===== src/rtl/mux8_1_reg.sv =====
// -----------------------------------------------------------------------------
// mux8_1_reg
//
// Eight-way WIDTH-bit data selector with two views of the selected word:
//   - mux_out  : combinational, zero latency. For glue logic that needs the
//                word in the same cycle.
//   - out_data : registered one cycle later. out_sel carries the select that
//                produced it, and out_valid marks a new word.
//
// Ports
//   clk       in   1      system clock, rising edge active
//   rst_n     in   1      synchronous, active-low reset
//   in_valid  in   1      qualifies sel/in0..in7 for capture this cycle
//   in0..in7  in   WIDTH  data words, in<n> selected when sel == n
//   sel       in   3      binary select, sel[0] is the LSB
//   mux_out   out  WIDTH  combinational selected word
//   out_data  out  WIDTH  registered selected word
//   out_valid out  1      out_data holds a word captured on the last edge
//   out_sel   out  3      sel value captured together with out_data
//
// Handshake: the input side is valid-only. A word is captured on every rising
// edge where rst_n=1 and in_valid=1. The output side is also valid-only.
// out_valid is high for exactly the one cycle after each capture. There is no
// ready signal, so the consumer must take out_data in every cycle where
// out_valid=1. When no capture happens, out_data and out_sel keep their last
// values but are no longer marked valid.
// -----------------------------------------------------------------------------
module mux8_1_reg #(
  parameter int WIDTH = 16
) (
  input  logic             clk,
  input  logic             rst_n,
  input  logic             in_valid,
  input  logic [WIDTH-1:0] in0,
  input  logic [WIDTH-1:0] in1,
  input  logic [WIDTH-1:0] in2,
  input  logic [WIDTH-1:0] in3,
  input  logic [WIDTH-1:0] in4,
  input  logic [WIDTH-1:0] in5,
  input  logic [WIDTH-1:0] in6,
  input  logic [WIDTH-1:0] in7,
  input  logic [2:0]       sel,
  output logic [WIDTH-1:0] mux_out,
  output logic [WIDTH-1:0] out_data,
  output logic             out_valid,
  output logic [2:0]       out_sel
);

  // All eight select codes are decoded explicitly. The default assignment
  // only keeps the block latch-free and is never the result for a 0/1 select.
  always_comb begin
    mux_out = '0;
    case (sel)
      3'b000: mux_out = in0;
      3'b001: mux_out = in1;
      3'b010: mux_out = in2;
      3'b011: mux_out = in3;
      3'b100: mux_out = in4;
      3'b101: mux_out = in5;
      3'b110: mux_out = in6;
      3'b111: mux_out = in7;
      default: mux_out = '0;
    endcase
  end

  // Reset takes priority over in_valid. A word presented during reset is
  // dropped, not delayed. When no capture happens, only the valid flag clears.
  always_ff @(posedge clk) begin
    if (!rst_n) begin
      out_data  <= '0;
      out_sel   <= 3'd0;
      out_valid <= 1'b0;
    end else if (in_valid) begin
      out_data  <= mux_out;
      out_sel   <= sel;
      out_valid <= 1'b1;
    end else begin
      out_valid <= 1'b0;
    end
  end

endmodule


===== config.mk =====
export PLATFORM = sky130hd
export DESIGN_NAME = mux8_1_reg
export DESIGN_NICKNAME = d
export VERILOG_FILES = /design/src/rtl/mux8_1_reg.sv
export SDC_FILE = /design/constraint.sdc
export NUM_CORES = 1
export LEC_CHECK = 0
export ABC_AREA = 1
export BUFFER_PORTS_ARGS = -buffer_cell sky130_fd_sc_hd__buf_2
export CAP_MARGIN = 40
export CORE_MARGIN = 1
export CORE_UTILIZATION = 39
export DETAILED_ROUTE_END_ITERATION = 8
export HOLD_SLACK_MARGIN = 0.06
export PLACE_DENSITY = 0.82
export RECOVER_POWER = 100
export SYNTH_ARGS = -nofsm -noshare
export SYNTH_HDL_FRONTEND = slang
export SYNTH_SLANG_ARGS = --single-unit

===== constraint.sdc =====
create_clock -name clk -period 1.4 [get_ports clk]
set_input_delay 0.07 -clock clk [delete_from_list [all_inputs] [get_ports clk]]
set_output_delay 0.07 -clock clk [all_outputs]
set_load 0.02 [all_outputs]

==> results of run 1 <==
-- final cells by class --
type	instances	area, um^2	share of cell area
Inverter	21	81.3	0.0274
Multi-Input combinational cell	284	1350	0.456
Sequential cell	20	400	0.135
Timing Repair Buffer	184	992	0.335
Tap cell	67	83.8	0.0283
Clock buffer	4	55.1	0.0186
-- through the flow --
step	instance area [um^2]	hold slack, ps
after floorplan	2020	263
after CTS	2980	153
final	2960	158
after detailed placement	2930	424
after global routing	2960	187
after global placement	2930	419
-- cells by family (layout without fill, tap and decap cells) --
group	after synthesis	in the layout	share of synthesized area
compound gates	22	22	0.0545
buf+inv	54	209	0.138
flops	20	20	0.198
simple gates	261	262	0.609
-- registers in the layout, summed over array words and instances, names as in the netlist --
register,count
out_data,16
out_sel,3
out_valid,1
-- power by group --
part	leakage [uW]	switching [uW]	internal (uW)
sequential	0.000166	21.2	614
clock	0.0000288	187	250
combinational	0.00146	539	339
total	0.00165	747	1200
-- critical path, delay by kind of cell --
| kind | cells | cell delay [ps] |
|---|---|---|
| buffers and inverters | 4 | 840 |
| AND/OR/NAND/NOR | 4 | 320 |
-- routing by layer --
| metal | global-route usage | wire length (um) | up-vias |
|---|---|---|---|
| met1 | 0.308 | 3050 | 1315 |
| li1 | - | - | 1541 |
| met3 | 0.0474 | 650 | 20 |
| met5 | 0 | 0 | - |
| met2 | 0.516 | 3900 | 197 |
| met4 | 0.105 | 279 | 0 |
-- repair_timing --
item	CTS	global route
resized for setup	0	2
setup endpoints to repair	0	11
hold endpoints to repair	0	0
-- cells in the final DEF, fill, tap and decap left out --
master and n:
nor2_2 2, nand4_1 64, inv_1 19, o21ai_0 19
a21oi_1 3, nand2_1 65, nand3_2 1, nand3_1 48
buf_4 8, clkbuf_8 4, clkbuf_2 12, clkbuf_1 21
nand3_4 1, nor3_4 1, inv_2 1, clkbuf_4 1
dfxtp_1 20, inv_4 1, nor2_1 80, buf_2 137
buf_12 5
-- final timing paths --
kind | end | cells after the start | startpoint | slack (ps)
worst max-delay path | mux_out[7] | 8 | sel[1] | 90
worst min register to register | out_data[13] | 2 | out_data[13] | 520
worst max register to register | out_sel[0] | 2 | out_sel[0] | 720
worst min-delay path | out_data[5] | 5 | in0[5] | 160
==> metrics.txt, run 1 <==
# TYPE chip_impl_metric gauge
chip_impl_metric{name="i_o_pin_count",unit=""} 170
chip_impl_info{name="synth.cells.most_frequent",value="80 x nor2_1, 65 x nand2_1, 64 x nand4_1"} 1
chip_impl_metric{name="grt_max_degree",unit=""} 58
chip_impl_metric{name="synthesis.area",unit="um^2"} 2020
chip_impl_metric{name="synth.avg_cell_area",unit="um^2"} 5.66
chip_impl_metric{name="cts_buffer_depth",unit=""} 2
chip_impl_metric{name="cts_inserted_buffers",unit=""} 3
chip_impl_metric{name="wire_per_inst",unit="um"} 13.6
chip_impl_metric{name="critical_path_arrival",unit="ps"} 1240
chip_impl_metric{name="initial_utilization",unit=""} 0.417
chip_impl_metric{name="global_route.usage.total",unit=""} 0.275
chip_impl_info{name="status",value="finished, final reports clean"} 1
chip_impl_metric{name="max-cap-violations",unit=""} 0
chip_impl_metric{name="number_of_antenna_violations_at_the_first_check_in_global_routing",unit=""} 0
chip_impl_metric{name="syn2layout_area_growth",unit="%"} 46.7
chip_impl_metric{name="report.final.hold_viol_count",unit=""} 0
chip_impl_info{name="setup_repair_after_global_routing_missed_its_margin",value="no"} 1
chip_impl_metric{name="nFillCells",unit=""} 494
chip_impl_metric{name="max_stage_delay",unit="ps"} 320
chip_impl_metric{name="cp_max_fo",unit=""} 26
chip_impl_metric{name="core_area",unit="um^2"} 4850
chip_impl_info{name="critical_path.startpoint_type",value="input port"} 1
chip_impl_metric{name="route.vias.total",unit=""} 3073
chip_impl_metric{name="report.power.total",unit="uW"} 1950
chip_impl_metric{name="overflow",unit=""} 0
chip_impl_metric{name="timing_max_transition_violations_final",unit=""} 0
chip_impl_metric{name="period_needed",unit="ps"} 1310
chip_impl_metric{name="grt_first_pass_wirelength",unit="mm"} 11.5
chip_impl_metric{name="avgViaCountPerCell",unit=""} 5.30
chip_impl_metric{name="post_route_cells_drive_above_1_share",unit=""} 0.339
chip_impl_metric{name="worst_slack",unit="ps"} 91.4
chip_impl_metric{name="gpl.final_weighted_congestion",unit=""} 0.869
chip_impl_metric{name="number_of_remaining_drc_errors",unit=""} 0
chip_impl_info{name="tritoncts",value="done"} 1
chip_impl_metric{name="detailed_place_hpwl",unit="mm"} 5.98
chip_impl_metric{name="power-per-cell-area",unit="nW/um^2"} 658
chip_impl_metric{name="postSynthRegisterBits",unit=""} 20
chip_impl_info{name="kind_of_critical_path",value="in -> out"} 1
chip_impl_metric{name="grt_pass1_vias",unit=""} 2528
chip_impl_metric{name="drtPass1Iterations",unit=""} 4
chip_impl_metric{name="power.static_leakage",unit="uW"} 0.00165
chip_impl_metric{name="timing.setup.tns",unit="ps"} 0
chip_impl_info{name="crit_chain",value="buf_2 -> clkbuf_4 -> buf_4 -> nand4_1 -> nand2_1 -> nor2_1 -> nand3_1 -> clkbuf_2"} 1
chip_impl_metric{name="synth_cell_type_count",unit=""} 17
chip_impl_metric{name="preCtsSetupSlack",unit="ps"} 72.0
chip_impl_metric{name="h-tree-depth",unit=""} 1
chip_impl_metric{name="synthesis.instances",unit=""} 357
chip_impl_metric{name="placed_cells_incl_taps",unit=""} 575
chip_impl_metric{name="initialDrtViolationCount",unit=""} 193
chip_impl_metric{name="max-vdd-ir-drop",unit="V"} 0.000341
chip_impl_metric{name="synth_top_area_frac",unit=""} 0.198
chip_impl_metric{name="synth_edf_count",unit=""} 0
chip_impl_metric{name="die_width",unit="um"} 74.0
chip_impl_info{name="cts_root_buf",value="clkbuf_8"} 1
chip_impl_metric{name="post_cts_hold_buffer_count",unit=""} 0
chip_impl_info{name="synth_top_area_cell",value="dfxtp_1"} 1
chip_impl_metric{name="clk_transition_reported_paths",unit="ps"} 80
chip_impl_metric{name="max_freq",unit="MHz"} 764
chip_impl_metric{name="syn-num-nets",unit=""} 491
chip_impl_info{name="cp-end-kind",value="primary output"} 1
chip_impl_metric{name="setup_viol",unit=""} 0
chip_impl_metric{name="wirelength",unit="mm"} 7.87
chip_impl_info{name="hold_path_class",value="in -> reg"} 1
chip_impl_metric{name="timing.final.crit_share",unit=""} 0.935
chip_impl_metric{name="tightest_slew",unit="ps"} 806
chip_impl_metric{name="antennaDiodeCount",unit=""} 0
chip_impl_metric{name="dieHeight",unit="um"} 74.0
chip_impl_metric{name="worst_clock_skew",unit="ps"} 0
chip_impl_metric{name="nets",unit=""} 648
chip_impl_metric{name="fin_cells",unit=""} 580
chip_impl_info{name="dominantRegCellSynth",value="dfxtp_1"} 1
chip_impl_metric{name="sequential_area_share_after_synthesis",unit=""} 0.198
chip_impl_metric{name="port_buffers",unit=""} 169
chip_impl_info{name="cp_slowest_cell",value="clkbuf_4"} 1
chip_impl_metric{name="worstPathRequired",unit="ps"} 1330
chip_impl_info{name="synthMostInstantiatedCell",value="nor2_1"} 1
chip_impl_metric{name="fp.dieArea",unit="um^2"} 5470
chip_impl_metric{name="async_flop_share",unit=""} 0
chip_impl_metric{name="fp-row-count",unit=""} 25
chip_impl_metric{name="cts_post_setup_buffers_inserted",unit=""} 0
chip_impl_metric{name="clkSinkCount",unit=""} 20
chip_impl_metric{name="worstSkewPairLatency",unit="ps"} 250
chip_impl_metric{name="antenna_nets_post_route",unit=""} 0
chip_impl_metric{name="max-slew-margin-rel",unit=""} 0.463
chip_impl_metric{name="yosys_warnings",unit=""} 0
chip_impl_info{name="synthTopCellsByArea",value="dfxtp_1 20%, nand4_1 20%, nor2_1 15%"} 1
chip_impl_metric{name="post-route-util",unit=""} 0.611
No activity file was read; power rests on OpenSTA's default activity.
==> run 2, diff against run 1 <==
- CORE_UTILIZATION: 39 -> 35
- PLACE_DENSITY: 0.82 -> 0.78
- clock period: 1.4 -> 1.2 ns (I/O delays scaled with it)
==> metrics.txt, run 2 (synthesis gave the netlist of run 1 again) <==
# TYPE chip_impl_metric gauge
chip_impl_info{name="status",value="finished, final reports clean"} 1
chip_impl_metric{name="route.vias.total",unit=""} 3219
chip_impl_info{name="largest_registers",value="out_data: 16 flops, out_sel: 3 flops, out_valid: 1 flops"} 1
chip_impl_info{name="crit_chain",value="clkbuf_1 -> clkbuf_1 -> o21ai_0 -> nor2_1"} 1
chip_impl_metric{name="grt_max_degree",unit=""} 49
chip_impl_metric{name="detailed_place_hpwl",unit="mm"} 6.39
chip_impl_info{name="tritoncts",value="done"} 1
chip_impl_metric{name="power.static_leakage",unit="uW"} 0.00182
chip_impl_metric{name="die_width",unit="um"} 78.0
chip_impl_metric{name="post_cts_hold_buffer_count",unit=""} 0
chip_impl_metric{name="post_route_cells_drive_above_1_share",unit=""} 0.413
chip_impl_metric{name="gpl.final_weighted_congestion",unit=""} 0.900
chip_impl_info{name="timing.critical_path.mode_cell",value="clkbuf_1"} 1
chip_impl_metric{name="tightest_slew",unit="ps"} 975
chip_impl_metric{name="timing_max_transition_violations_final",unit=""} 0
chip_impl_metric{name="max-cap-violations",unit=""} 0
chip_impl_metric{name="reg2reg_slack",unit="ps"} 460
chip_impl_metric{name="global_route.usage.total",unit=""} 0.265
chip_impl_metric{name="multi_input_area",unit="um^2"} 1490
chip_impl_metric{name="clkSinkCount",unit=""} 20
chip_impl_metric{name="fp-row-count",unit=""} 27
chip_impl_metric{name="antenna_nets_post_route",unit=""} 0
chip_impl_metric{name="wirelength",unit="mm"} 8.81
chip_impl_info{name="critical-path-top-delay-family",value="buffers and inverters"} 1
chip_impl_info{name="layout.cells.most_common",value="buf_2"} 1
chip_impl_metric{name="worstSkewPairLatency",unit="ps"} 250
chip_impl_metric{name="power-per-cell-area",unit="nW/um^2"} 748
chip_impl_info{name="cp-end-kind",value="flop"} 1
chip_impl_metric{name="timing.final.crit_share",unit=""} 0.978
chip_impl_info{name="top_register",value="out_data"} 1
chip_impl_metric{name="cp_max_fo",unit=""} 23
chip_impl_metric{name="h-tree-depth",unit=""} 1
chip_impl_metric{name="grt_pass1_vias",unit=""} 2741
chip_impl_metric{name="drtPass1Iterations",unit=""} 6
chip_impl_metric{name="avgViaCountPerCell",unit=""} 5.43
chip_impl_metric{name="port_buffers",unit=""} 169
chip_impl_metric{name="number_of_antenna_violations_at_the_first_check_in_global_routing",unit=""} 0
chip_impl_metric{name="worst_clock_skew",unit="ps"} 0
chip_impl_metric{name="worstPathBufferInverterCount",unit=""} 2
chip_impl_metric{name="initial_utilization",unit=""} 0.365
chip_impl_metric{name="initialDrtViolationCount",unit=""} 261
chip_impl_metric{name="number_of_remaining_drc_errors",unit=""} 0
chip_impl_metric{name="holdWs",unit="ps"} 140
chip_impl_metric{name="area.sequential",unit="um^2"} 400
chip_impl_metric{name="critical_path_arrival",unit="ps"} 1360
chip_impl_metric{name="dieHeight",unit="um"} 78.0
chip_impl_metric{name="post-route-util",unit=""} 0.598
chip_impl_metric{name="max_stage_delay",unit="ps"} 740
chip_impl_info{name="hold_path_class",value="in -> reg"} 1
chip_impl_metric{name="cts_buffer_depth",unit=""} 2
chip_impl_info{name="kind_of_critical_path",value="in -> reg"} 1
chip_impl_info{name="critical_path.startpoint_type",value="input port"} 1
chip_impl_metric{name="clk_transition_reported_paths",unit="ps"} 80
chip_impl_info{name="cts_root_buf",value="clkbuf_8"} 1
chip_impl_info{name="most-common-layout-cells",value="133 x buf_2, 70 x nor2_1, 64 x nand4_1, 57 x nand2_1, 32 x nand3_1"} 1
chip_impl_metric{name="worstPathRequired",unit="ps"} 1390
chip_impl_metric{name="report.final.hold_viol_count",unit=""} 0
chip_impl_metric{name="max-slew-margin-rel",unit=""} 0.350
chip_impl_metric{name="max_freq",unit="MHz"} 852
chip_impl_info{name="cp_slowest_cell",value="clkbuf_1"} 1
chip_impl_metric{name="i_o_pin_count",unit=""} 170
chip_impl_metric{name="flip_flop_count_of_the_largest_register_after_layout",unit=""} 16
chip_impl_metric{name="overflow",unit=""} 0
chip_impl_metric{name="cts_inserted_buffers",unit=""} 3
chip_impl_metric{name="core_area",unit="um^2"} 5540
chip_impl_metric{name="nets",unit=""} 656
chip_impl_metric{name="period_needed",unit="ps"} 1170
chip_impl_metric{name="wire_per_inst",unit="um"} 14.9
chip_impl_metric{name="grt_first_pass_wirelength",unit="mm"} 12.8
chip_impl_metric{name="antennaDiodeCount",unit=""} 0
chip_impl_metric{name="fp.dieArea",unit="um^2"} 6080
chip_impl_metric{name="syn2layout_area_growth",unit="%"} 63.8
chip_impl_metric{name="max-vdd-ir-drop",unit="V"} 0.000374
chip_impl_metric{name="setup_viol",unit=""} 0
chip_impl_metric{name="nFillCells",unit=""} 573
run 2: worst paths after layout:
| kind | startpoint | to | cells after the start |
|---|---|---|---|
| max | in_valid | out_data[9] | 4 |
| min | in0[8] | out_data[8] | 5 |
| max reg2reg | out_data[9] | out_data[9] | 2 |
| min reg2reg | out_data[4] | out_data[4] | 2 |
run 2: repair_timing:
item | 4_1_cts | 5_1_grt
pin swaps | 0 | 3
buffers inserted | 0 | 6
setup endpoints to repair | 16 | 16
gates resized for setup | 5 | 57
hold endpoints to repair | 0 | 0
cloned | 0 | 3
run 2: report_power, final:
part | internal, uW | switching, uW | total (uW)
Sequential | 716 | 23.6 | 740
Clock | 292 | 226 | 518
Combinational | 520 | 699 | 1220
Total | 1530 | 949 | 2480
run 2: per-layer routing:
layer | track usage | up-vias | routed length [um] | share of wire
met5 | 0 | - | 0 | 0
met4 | 0.106 | 0 | 289 | 0.033
met3 | 0.0294 | 32 | 827 | 0.094
met2 | 0.426 | 209 | 4100 | 0.47
met1 | 0.360 | 1422 | 3590 | 0.41
li1 | - | 1556 | - | -
run 2: stage by stage:
stage	setup WS, ps	std cells	area (um^2)	total power [uW]	TNS, ps
final	26.5	593	3310	2480	0
after global placement	-90.2	580	2990	1800	-1970
after floorplan	19.9	357	2100	1360	0
after CTS	-1.69	584	3060	2340	-1.69
after global routing	-39.4	593	3310	2630	-39.4
after detailed placement	-139	580	2990	1810	-3430
run 2: area by class of cell:
cell class,count,area share
flip-flops and latches,20,0.121
repair buffers,192,0.362
well taps,72,0.0272
clock buffers,4,0.0166
multi-input cells,284,0.449
inverters,21,0.0246
run 2: tightest hold or removal path: stages:
cell	delay, ps
buf_2	70
nand2_1	60
nand3_2	80
nor2_1	40
nor2_1	60
==> run 3, diff against run 2 <==
- ABC_AREA: 1 -> unset
- CORE_UTILIZATION: 35 -> 34
- PLACE_DENSITY: 0.78 -> 0.79
==> metrics.txt, run 3 <==
# TYPE chip_impl_metric gauge
chip_impl_info{name="whs_endpoint",value="out_data[7]"} 1
chip_impl_info{name="most-common-layout-cells",value="131 x buf_2, 33 x mux2i_1, 23 x nor2_1, 23 x buf_4, 21 x clkbuf_1"} 1
chip_impl_metric{name="worstPathBufferInverterCount",unit=""} 4
chip_impl_metric{name="grt_pass1_vias",unit=""} 2339
chip_impl_metric{name="power.sequential.fraction",unit=""} 0.288
chip_impl_metric{name="worst_slack",unit="ps"} -146
chip_impl_info{name="largest_registers",value="out_data: 16 flops, out_sel: 3 flops, out_valid: 1 flops"} 1
chip_impl_metric{name="post_route_cells_drive_above_1_share",unit=""} 0.569
chip_impl_info{name="critical-path-top-delay-family",value="buffers and inverters"} 1
chip_impl_metric{name="power_switching_share",unit=""} 0.346
chip_impl_info{name="setup_repair_after_global_routing_missed_its_margin",value="yes"} 1
chip_impl_metric{name="setup_viol",unit=""} 14
chip_impl_metric{name="tightest_slew",unit="ps"} 610
chip_impl_metric{name="worstSkewPairLatency",unit="ps"} 250
chip_impl_metric{name="async_flop_share",unit=""} 0
chip_impl_metric{name="worstPathRequired",unit="ps"} 1140
chip_impl_metric{name="synth_top_area_frac",unit=""} 0.218
chip_impl_metric{name="syn-num-nets",unit=""} 368
chip_impl_metric{name="netSwitchingPower",unit="uW"} 892
chip_impl_metric{name="share_clk_of_total_power",unit=""} 0.189
chip_impl_metric{name="avgViaCountPerCell",unit=""} 5.35
chip_impl_info{name="top_register",value="out_data"} 1
chip_impl_metric{name="flip_flop_count_of_the_largest_register_after_layout",unit=""} 16
chip_impl_metric{name="syn2layout_area_growth",unit="%"} 88.9
chip_impl_metric{name="placed_cells_incl_taps",unit=""} 468
chip_impl_metric{name="synth.avg_cell_area",unit="um^2"} 7.83
chip_impl_info{name="timing.critical_path.mode_cell",value="buf_4"} 1
chip_impl_metric{name="hold_path_cells",unit=""} 2
chip_impl_metric{name="reg2reg_slack",unit="ps"} 520
chip_impl_info{name="status",value="finished with violations"} 1
chip_impl_metric{name="yosys_warnings",unit=""} 0
chip_impl_info{name="cts_root_buf",value="clkbuf_8"} 1
chip_impl_metric{name="wirelength",unit="mm"} 8.20
chip_impl_info{name="violations",value="setup timing"} 1
chip_impl_metric{name="timing.final.crit_share",unit=""} 1.12
chip_impl_metric{name="internal_power",unit="uW"} 1690
chip_impl_metric{name="fin_cells",unit=""} 488
chip_impl_info{name="synth_top_area_cell",value="dfxtp_1"} 1
chip_impl_metric{name="cts_inserted_buffers",unit=""} 3
chip_impl_metric{name="max-slew-margin-rel",unit=""} 0.593
chip_impl_metric{name="max_freq",unit="MHz"} 743
chip_impl_metric{name="sequential_area_share_after_synthesis",unit=""} 0.218
chip_impl_info{name="worstReg2RegStart",value="out_data[14]"} 1
chip_impl_metric{name="finish.instance_area",unit="um^2"} 3460
chip_impl_metric{name="antennaDiodeCount",unit=""} 0
chip_impl_metric{name="postSynthRegisterBits",unit=""} 20
chip_impl_metric{name="post_dp_cell_area",unit="um^2"} 2850
chip_impl_metric{name="critical_path_arrival",unit="ps"} 1290
chip_impl_metric{name="power.static_leakage",unit="uW"} 0.00163
chip_impl_info{name="layout.cells.most_common",value="buf_2"} 1
chip_impl_metric{name="h-tree-depth",unit=""} 1
chip_impl_metric{name="initialDrtViolationCount",unit=""} 137
chip_impl_metric{name="number_of_antenna_violations_at_the_first_check_in_global_routing",unit=""} 0
chip_impl_metric{name="wire_per_inst",unit="um"} 16.8
chip_impl_metric{name="cts_buffer_depth",unit=""} 2
chip_impl_info{name="tritoncts",value="done"} 1
chip_impl_metric{name="report.final.hold_viol_count",unit=""} 0
chip_impl_metric{name="dieHeight",unit="um"} 75.4
chip_impl_info{name="cp_slowest_cell",value="a211oi_1"} 1
chip_impl_metric{name="synth_cell_type_count",unit=""} 22
chip_impl_metric{name="power-per-cell-area",unit="nW/um^2"} 745
chip_impl_metric{name="p_comb_frac",unit=""} 0.523
chip_impl_metric{name="initial_utilization",unit=""} 0.357
chip_impl_metric{name="fp.dieArea",unit="um^2"} 5690
chip_impl_info{name="kind_of_critical_path",value="in -> out"} 1
chip_impl_metric{name="max-vdd-ir-drop",unit="V"} 0.000462
chip_impl_metric{name="worst_clock_skew",unit="ps"} 0
chip_impl_metric{name="timing.setup.tns",unit="ps"} -501
chip_impl_info{name="synthMostInstantiatedCell",value="mux2i_1"} 1
chip_impl_metric{name="max-cap-violations",unit=""} 0
chip_impl_metric{name="global_route.usage.total",unit=""} 0.254
chip_impl_info{name="hold_path_class",value="in -> reg"} 1
chip_impl_info{name="synth.cells.most_frequent",value="39 x mux2i_1, 34 x nor2_1, 22 x a21oi_1"} 1
chip_impl_metric{name="synthesis.area",unit="um^2"} 1830
chip_impl_metric{name="nets",unit=""} 553
chip_impl_info{name="min_from",value="in_valid"} 1
chip_impl_metric{name="period_needed",unit="ps"} 1350
chip_impl_metric{name="max_stage_delay",unit="ps"} 330
chip_impl_metric{name="drtPass1Iterations",unit=""} 4
chip_impl_info{name="critical_path.startpoint_type",value="input port"} 1
chip_impl_info{name="crit_chain",value="buf_8 -> buf_4 -> clkbuf_2 -> a211oi_1 -> o22a_2 -> buf_4"} 1
chip_impl_metric{name="clkSinkCount",unit=""} 20
chip_impl_metric{name="synth_edf_count",unit=""} 0
chip_impl_info{name="synthTopCellsByArea",value="dfxtp_1 22%, mux2i_1 21%, nor2_1 7.0%"} 1
chip_impl_metric{name="grt_first_pass_wirelength",unit="mm"} 11.0
chip_impl_metric{name="clk_transition_reported_paths",unit="ps"} 70
chip_impl_metric{name="timing_max_transition_violations_final",unit=""} 0
chip_impl_info{name="dominantRegCellSynth",value="dfxtp_1"} 1
chip_impl_metric{name="die_width",unit="um"} 75.4
chip_impl_metric{name="synthesis.instances",unit=""} 234
chip_impl_metric{name="timing.reg2reg.worst_path_depth",unit=""} 2
chip_impl_metric{name="detailed_place_hpwl",unit="mm"} 5.77
chip_impl_metric{name="number_of_remaining_drc_errors",unit=""} 0
chip_impl_metric{name="gpl.final_weighted_congestion",unit=""} 0.927
chip_impl_info{name="cp-end-kind",value="primary output"} 1
chip_impl_metric{name="cp_max_fo",unit=""} 8
chip_impl_metric{name="overflow",unit=""} 0
chip_impl_metric{name="route.vias.total",unit=""} 2609
chip_impl_metric{name="antenna_nets_post_route",unit=""} 0
chip_impl_metric{name="i_o_pin_count",unit=""} 170
chip_impl_metric{name="grt_max_degree",unit=""} 22
chip_impl_metric{name="port_buffers",unit=""} 169
chip_impl_metric{name="fp-row-count",unit=""} 26
chip_impl_metric{name="core_area",unit="um^2"} 5140
chip_impl_info{name="critical_path.reg2reg.endpoint",value="out_data[14]"} 1
[run 3: power by group through the flow]
| stage | combinational (uW) | sequential (uW) | clock (uW) |
|---|---|---|---|
| finish | 1350 | 741 | 488 |
| global route | 1440 | 746 | 528 |
| CTS | 1230 | 739 | 495 |
| detailed placement | 1040 | 754 | 0 |
| global placement | 1020 | 753 | 0 |
| floorplan | 511 | 819 | 0 |
[run 3: final cells by class]
| class | instances | area [um^2] |
|---|---|---|
| Clock buffer | 4 | 55.1 |
| Tap cell | 70 | 87.6 |
| Fill cell | 452 | 1680 |
| Inverter | 3 | 11.3 |
| Multi-Input combinational cell | 188 | 1540 |
| Timing Repair Buffer | 203 | 1370 |
| Sequential cell | 20 | 400 |
[run 3: worst max-delay path by stage]
stage                       from           to  slack [ps]  cells after the start
final                     sel[2]  mux_out[15]        -150                      6
after CTS                 sel[0]  mux_out[11]        -110                      7
after global routing      sel[2]  mux_out[15]        -140                      6
after detailed placement  sel[0]  mux_out[11]        -180                      7
after floorplan           sel[0]  out_data[0]           1                      6
after global placement    sel[0]   mux_out[7]        -160                      9
[run 3: kinds of logic after synthesis]
family          synth area share
simple gates               0.223
compound gates             0.279
buf+inv                   0.0669
flops                      0.218
mux                        0.213
[run 3: stage by stage]
stage                      util  power, uW  hold slack [ps]  setup slack (ps)
after floorplan               -       1330              198              1.16
after global placement    0.554       1770              392              -164
after detailed placement  0.554       1800              391              -185
after CTS                 0.637       2460              124              -109
after global routing      0.674       2710              135              -144
final                     0.674       2580              134              -146
[run 3: metal layers]
| metal | vias up | global-route usage | part of all wire |
|---|---|---|---|
| li1 | 1250 | - | - |
| met4 | 0 | 0.103 | 0.027 |
| met5 | - | 0 | 0 |
| met3 | 30 | 0.0317 | 0.052 |
| met2 | 124 | 0.442 | 0.51 |
| met1 | 1205 | 0.316 | 0.41 |
[run 3: what timing repair did]
action                                  in CTS  in global routing
endpoints found under the setup margin      13                 16
gates resized for setup                     57                 45
buffers inserted                             5                  4
hold buffers                                 0                  0
pin swaps                                   24                 23
cloned                                       6                  2
